## src/rtl/lock_controller_pkg.sv

```systemverilog
// Shared types for the door-lock datapath: PIN packet, controller state
// encoding and the BCD digit limit, plus small PIN helper functions.
package lock_controller_pkg;

  typedef struct packed {
    logic [3:0] digit1;
    logic [3:0] digit2;
    logic [3:0] digit3;
    logic [3:0] digit4;
    logic       status;
  } pinPac_t;

  typedef enum logic [2:0] {
    IDLE    = 3'd0,
    CHECK   = 3'd1,
    OPEN    = 3'd2,
    FAIL    = 3'd3,
    UPDATE  = 3'd4,
    LOCKOUT = 3'd5
  } lock_state_t;

  localparam logic [3:0] BCD_MAX = 4'd9;

  // True when every digit of the packet is a decimal digit.
  function automatic logic pin_is_bcd(input pinPac_t p);
    return (p.digit1 <= BCD_MAX) && (p.digit2 <= BCD_MAX) &&
           (p.digit3 <= BCD_MAX) && (p.digit4 <= BCD_MAX);
  endfunction

endpackage

```

## src/rtl/lock_controller_tick.sv

```systemverilog
// tick_timer: loadable down-counter. After a load of value V, done pulses
// for one cycle V cycles later (i.e. on the (V+1)-th cycle after the load).
module tick_timer #(
  parameter int W = 9
) (
  input  logic         clk,
  input  logic         rst,
  input  logic         load,
  input  logic [W-1:0] load_val,
  output logic         done
);

  logic [W-1:0] count;
  logic         armed;

  // Count down from the loaded value; disarm once zero has been reported.
  always_ff @(posedge clk or negedge rst) begin
    if (!rst) begin
      count <= '0;
      armed <= 1'b0;
    end else if (load) begin
      count <= load_val;
      armed <= 1'b1;
    end else if (armed) begin
      if (count == '0) armed <= 1'b0;
      else             count <= count - 1'b1;
    end
  end

  assign done = armed && (count == '0);

endmodule

```

## src/rtl/lock_controller.sv

```systemverilog
// lock_controller: top-level sequencer of the door lock. Compares entered
// PINs with the master PIN, drives the door, failure counter and lockout,
// and gates master PIN updates.
// Optional feature: define LOCK_LOCKOUT_EN to generate the LOCKOUT state;
// without it lockout is tied low and FAIL always returns to IDLE.
module lock_controller
  import lock_controller_pkg::*;
#(
  parameter int          MAX_ATTEMPTS  = 3,
  parameter int          UNLOCK_TICKS  = 50,
  parameter int          LOCKOUT_TICKS = 300,
  parameter int          UPDATE_TICKS  = 200,
  parameter logic [15:0] DEFAULT_PIN   = 16'h1234
) (
  input  logic                              clk,
  input  logic                              rst,
  input  pinPac_t                           pin_in,
  input  logic                              update_req,
  input  pinPac_t                           new_pin_in,
  output logic                              update_en,
  output logic                              door_open,
  output logic                              lockout,
  output logic [$clog2(MAX_ATTEMPTS+1)-1:0] fail_cnt,
  output logic [2:0]                        state_o,
  output pinPac_t                           master_pin_o
);

  localparam int FW    = $clog2(MAX_ATTEMPTS + 1);
  localparam int T_A   = (UNLOCK_TICKS > UPDATE_TICKS) ? UNLOCK_TICKS : UPDATE_TICKS;
  localparam int T_MAX = (T_A > LOCKOUT_TICKS) ? T_A : LOCKOUT_TICKS;
  localparam int TW    = $clog2(T_MAX);

  localparam logic [FW-1:0] FAIL_MAX   = FW'(MAX_ATTEMPTS);
  localparam logic [TW-1:0] UNLOCK_LD  = TW'(UNLOCK_TICKS - 1);
  localparam logic [TW-1:0] UPDATE_LD  = TW'(UPDATE_TICKS - 1);
  localparam logic [TW-1:0] LOCKOUT_LD = TW'(LOCKOUT_TICKS - 1);
  localparam pinPac_t       RESET_PIN  = pinPac_t'({DEFAULT_PIN, 1'b0});

  lock_state_t   state_q, state_d;
  logic          pin_prev, new_prev;
  logic          pin_evt, new_evt;
  logic [15:0]   entry_digits;
  logic          entry_ld;
  logic          upd_mode_q, upd_mode_d;
  logic [FW-1:0] fail_q, fail_d;
  pinPac_t       master_q, master_d;
  logic          match;
  logic          tmr_load, tmr_done;
  logic [TW-1:0] tmr_val;

  // Failure counter increment that holds at the attempt limit.
  function automatic logic [FW-1:0] sat_inc(input logic [FW-1:0] v);
    return (v >= FAIL_MAX) ? FAIL_MAX : v + 1'b1;
  endfunction

  assign pin_evt = pin_in.status & ~pin_prev;
  assign new_evt = new_pin_in.status & ~new_prev;
  assign match   = (entry_digits == {master_q.digit1, master_q.digit2,
                                     master_q.digit3, master_q.digit4});

  // State, counters, master PIN and edge detectors; edge registers come out
  // of reset high so a status already asserted is not taken as an event.
  always_ff @(posedge clk or negedge rst) begin
    if (!rst) begin
      state_q    <= IDLE;
      pin_prev   <= 1'b1;
      new_prev   <= 1'b1;
      upd_mode_q <= 1'b0;
      fail_q     <= '0;
      master_q   <= RESET_PIN;
    end else begin
      state_q    <= state_d;
      pin_prev   <= pin_in.status;
      new_prev   <= new_pin_in.status;
      upd_mode_q <= upd_mode_d;
      fail_q     <= fail_d;
      master_q   <= master_d;
    end
  end

  // Entered PIN digits, captured on a PIN event in IDLE.
  always_ff @(posedge clk) begin
    if (entry_ld) entry_digits <= {pin_in.digit1, pin_in.digit2,
                                   pin_in.digit3, pin_in.digit4};
  end

  // Next-state logic, counter and master PIN updates.
  always_comb begin
    state_d    = state_q;
    upd_mode_d = upd_mode_q;
    fail_d     = fail_q;
    master_d   = master_q;
    entry_ld   = 1'b0;
    case (state_q)
      IDLE: begin
        if (pin_evt) begin
          entry_ld   = 1'b1;
          upd_mode_d = update_req;
          state_d    = CHECK;
        end
      end
      CHECK: begin
        if (match) begin
          state_d = upd_mode_q ? UPDATE : OPEN;
          fail_d  = '0;
        end else begin
          state_d = FAIL;
        end
      end
      OPEN: begin
        if (tmr_done) state_d = IDLE;
      end
      FAIL: begin
        fail_d = sat_inc(fail_q);
`ifdef LOCK_LOCKOUT_EN
        state_d = (sat_inc(fail_q) == FAIL_MAX) ? LOCKOUT : IDLE;
`else
        state_d = IDLE;
`endif
      end
      UPDATE: begin
        // A valid new PIN takes priority over a simultaneous timeout.
        if (new_evt && pin_is_bcd(new_pin_in)) begin
          master_d = pinPac_t'({new_pin_in.digit1, new_pin_in.digit2,
                                new_pin_in.digit3, new_pin_in.digit4, 1'b1});
          state_d  = IDLE;
        end else if (tmr_done) begin
          state_d = IDLE;
        end
      end
`ifdef LOCK_LOCKOUT_EN
      LOCKOUT: begin
        if (tmr_done) begin
          state_d = IDLE;
          fail_d  = '0;
        end
      end
`endif
      default: state_d = IDLE;
    endcase
  end

  // Timer is reloaded whenever a timed state is entered.
  always_comb begin
    tmr_load = 1'b0;
    tmr_val  = '0;
    if (state_d != state_q) begin
      case (state_d)
        OPEN:    begin tmr_load = 1'b1; tmr_val = UNLOCK_LD;  end
        UPDATE:  begin tmr_load = 1'b1; tmr_val = UPDATE_LD;  end
        LOCKOUT: begin tmr_load = 1'b1; tmr_val = LOCKOUT_LD; end
        default: begin tmr_load = 1'b0; tmr_val = '0;         end
      endcase
    end
  end

  tick_timer #(.W(TW)) u_timer (
    .clk      (clk),
    .rst      (rst),
    .load     (tmr_load),
    .load_val (tmr_val),
    .done     (tmr_done)
  );

  assign door_open    = (state_q == OPEN);
  assign update_en    = (state_q == UPDATE);
  assign fail_cnt     = fail_q;
  assign state_o      = state_q;
  assign master_pin_o = master_q;
`ifdef LOCK_LOCKOUT_EN
  assign lockout = (state_q == LOCKOUT);
`else
  assign lockout = 1'b0;
`endif

endmodule

```

## config.mk

```make
export PLATFORM = sky130hd
export DESIGN_NAME = lock_controller
export DESIGN_NICKNAME = d
export VERILOG_FILES = /design/src/rtl/lock_controller_pkg.sv /design/src/rtl/lock_controller_tick.sv /design/src/rtl/lock_controller.sv
export SDC_FILE = /design/constraint.sdc
export NUM_CORES = 1
export LEC_CHECK = 0
export ABC_CLOCK_PERIOD_IN_PS = 5400
export CORE_ASPECT_RATIO = 1.5
export CORE_MARGIN = 4
export CORE_UTILIZATION = 45
export CTS_BUF_LIST = sky130_fd_sc_hd__clkbuf_16
export CTS_CLUSTER_SIZE = 8
export DETAILED_ROUTE_END_ITERATION = 6
export GPL_ROUTABILITY_DRIVEN = 0
export PLACE_DENSITY = 0.74
export SKIP_LAST_GASP = 1
export SLEW_MARGIN = 40
export SYNTH_ARGS = -nofsm -noshare
export SYNTH_HDL_FRONTEND = slang
export SYNTH_SLANG_ARGS = --single-unit
```

## constraint.sdc

```tcl
create_clock -name clk -period 5.4 [get_ports clk]
set_input_delay 1.08 -clock clk [delete_from_list [all_inputs] [get_ports clk]]
set_output_delay 1.08 -clock clk [all_outputs]
set_load 0.005 [all_outputs]
```

==> results by group <==
STA
  • Final hold violations: 0
  • Crit share post-route: 51.6%
  • RSZ-0062 raised after global routing: false
  • Crit path time final: 2790 ps
  • Final worst slack: 2610 ps
  • Worst slew margin: 64.8%
  • Worst-Margin Slew: 527 ps
  • Setup TNS: 0 ps
  • Max Clock Skew: 6.82 ps
  • Fmax: 359 MHz
  • Fin. max-slew vios: 0
  • Endpoints failing setup: 0
  • Fin Hold WS: 498 ps

Critical path
  • WP buf/inv: 2
  • CP Max Fanout: 17
  • Critical path class: primary input to flop
  • Delay-heaviest family, CP: buffers and inverters
  • WP data arrival: 2960 ps
  • CP Launch Type: primary input
  • Worst path max stage delay: 420 ps
  • Worst-path cell chain: clkdlybuf4s50_1, o21ai_1, and4b_1, nand3_2, nor4b_4, buf_4, mux2_2
  • Type of destination of the critical path: flop
  • CP required: 5570 ps
  • Slowest-stage cell, CP: clkdlybuf4s50_1

CTS
  • Clock buffer depth: 2
  • Number of setup buffers added after CTS: 0
  • Inserted Clock Buffers: 5
  • # hold bufs at CTS: 0
  • Clk_lat worst skew: 290 ps
  • Clk slew on worst S/H paths: 60 ps
  • Clock sinks: 51
  • CTS tree: yes
  • H-tree Lvls: 2
  • Resize count post-CTS: 0
  • Root buffer cell: clkbuf_16

Synthesis
  • Asr flop ratio synth: 68.6%
  • Post-synth EDFFs: 16
  • Post-synth top flop: dfrtp_1
  • Cell taking the most area after synthesis: dfrtp_1
  • Synthesized instance count: 171
  • Area contributors post-synth: dfrtp_1, edfxtp_1, dfstp_2
  • Cell area after synthesis: 2300 sq um
  • Unique masters post-synth: 41
  • Avg Synthesized Cell Area: 13.5 sq um
  • Syn nets: 210
  • Top-area cell type share of the netlist area: 30.4%
  • Yosys warnings: 0
  • Sequential area share after synthesis: 59.3%
  • FF+latch count, synth: 51

Placement
  • Dpl ws: 2290 ps
  • Cell count after placement: 295
  • HPWL Detailed: 3530 microns
  • Placed Area: 2970 sq um
  • Port Buf Inserts: 60

Finish
  • Share of cells above drive strength 1: 18.1%
  • Most frequent cells in the layout: clkdlybuf4s50_1, dfrtp_1, xnor2_1, edfxtp_1, nor2_1
  • Number of antenna diodes: 0
  • Most common cell after layout, fill and taps aside: clkdlybuf4s50_1
  • Fillers: 403
  • Post-route insts no fill: 303
  • Final instance area: 3140 sq um
  • Final core utilization: 64.2%
  • Nets: 275
  • Layout area overhead: 36.3%

Pwr
  • Sw Share: 23.6%
  • Combinational share of power: 14.7%
  • Internal: 0.734 mW
  • Sw Pwr: 0.226 mW
  • Design Power: 0.960 mW
  • Pwr dens: 306 nW/um^2
  • Sequential power share: 48.9%
  • P_leak: 1.29 nW
  • Max VDD drop: 0.175 mV
  • Clock Power Share: 36.4%

Global route
  • Largest net degree at the start of global routing: 36
  • GR Overflow Total: 0
  • Global-route wire length before repair: 7640 microns
  • Total GRT Usage: 16.1%
  • Vias in the first global route: 1613
  • Initial antenna violation count: 0

Drt
  • Drt total wl: 4610 microns
  • Antenna Violating Nets Remaining: 0
  • Average wire per standard cell: 15.2 microns
  • 1st-iter DRT viols: 76
  • Vias per inst: 5.02
  • Via Count: 1522
  • First-pass DRT Iterations: 2
  • # DRC: 0

Floorplanning
  • Die Ht: 95.6 microns
  • Row cnt: 31
  • Horiz. Die Dim: 66.4 microns
  • Top Ports: 62
  • Die area: 6350 sq um
  • Initial Util: 47.1%
  • CORE AREA: 4890 sq um

Status
  • Outcome: finished, final reports clean

Min path
  • Worst hold path class: flop to flop

Run
  • Maxcap violations: 0
-- registers in the layout, indices dropped and copies added (netlist names) --
name and flops:
upd_mode_q 1, u_timer.armed 1, entry_digits 16, state_o 3, master_pin_o 17, fail_cnt 2
new_prev 1, u_timer.count 9, pin_prev 1
-- area by class of cell --
class / instances / area [sq um] / area share [%]
Timing Repair Buffer: 61 / 606 / 19.3
Clock inverter: 3 / 41.3 / 1.32
Multi-Input combinational cell: 111 / 896 / 28.5
Tap cell: 66 / 82.6 / 2.63
Clock buffer: 5 / 125 / 3.99
Sequential cell: 51 / 1370 / 43.5
Inverter: 6 / 22.5 / 0.718
-- path summary, 6_finish.rpt --
kind	from	endpoint	slack [ps]	depth (start not counted)
max in group asynchronous	rst	pin_prev	4320	1
min in group asynchronous	rst	u_timer.count[0]	730	1
worst max register to register	master_pin_o[3]	u_timer.count[2]	3350	5
worst max-delay path	new_pin_in[14]	master_pin_o[2]	2610	7
worst min-delay path	master_pin_o[0]	master_pin_o[0]	500	1
worst min register to register	master_pin_o[0]	master_pin_o[0]	500	1
-- power by group through the flow --
stage	sequential, mW	clock, mW	combinational (mW)
6_report	0.470	0.349	0.141
2_1_floorplan	0.463	0	0.0700
5_1_grt	0.475	0.372	0.159
3_3_place_gp	0.478	0	0.142
3_5_place_dp	0.478	0	0.144
4_1_cts	0.471	0.354	0.144
-- cells in the mapped netlist, types with 2 or more instances --
library cell	n
nand3_1	4
mux2_2	9
o21ai_0	7
and3_1	2
nor2_1	10
a21oi_1	4
ha_1	2
dfstp_2	7
mux2i_1	7
inv_1	6
edfxtp_1	16
nor2b_1	2
xnor2_1	18
nor3b_1	2
nand4_1	5
o21ai_1	2
mux2_4	9
dfrtp_1	28
nand2_1	9
-- kinds of logic (layout without fill, tap and decap cells) --
logic type	after synthesis	count (layout)	share of synthesized area (%)
DFF	51	51	59.3
and+or+nand+nor	46	46	12.4
muxes	25	25	13.3
AOI/OAI and AO/OA	19	19	4.78
xor gates and xnor gates	18	18	6.85
buffers and inverters	9	75	2.12
adders and majority gates	2	2	1.09
other	1	1	0.163
-- routing by layer --
layer | GRT usage (%) | share of wire [%]
met4 | 6.44 | 1.6
met2 | 27.4 | 53
met1 | 18.7 | 40
met3 | 4.60 | 5.5
met5 | 0 | 0
-- worst reg2reg max path: cells and delay by family, from the launching register on --
family,cells,cell delay [ps]
simple gates,3,920
flops,1,550
mux,1,330
xor+xnor,1,140
(Power assumes the default switching activity.)
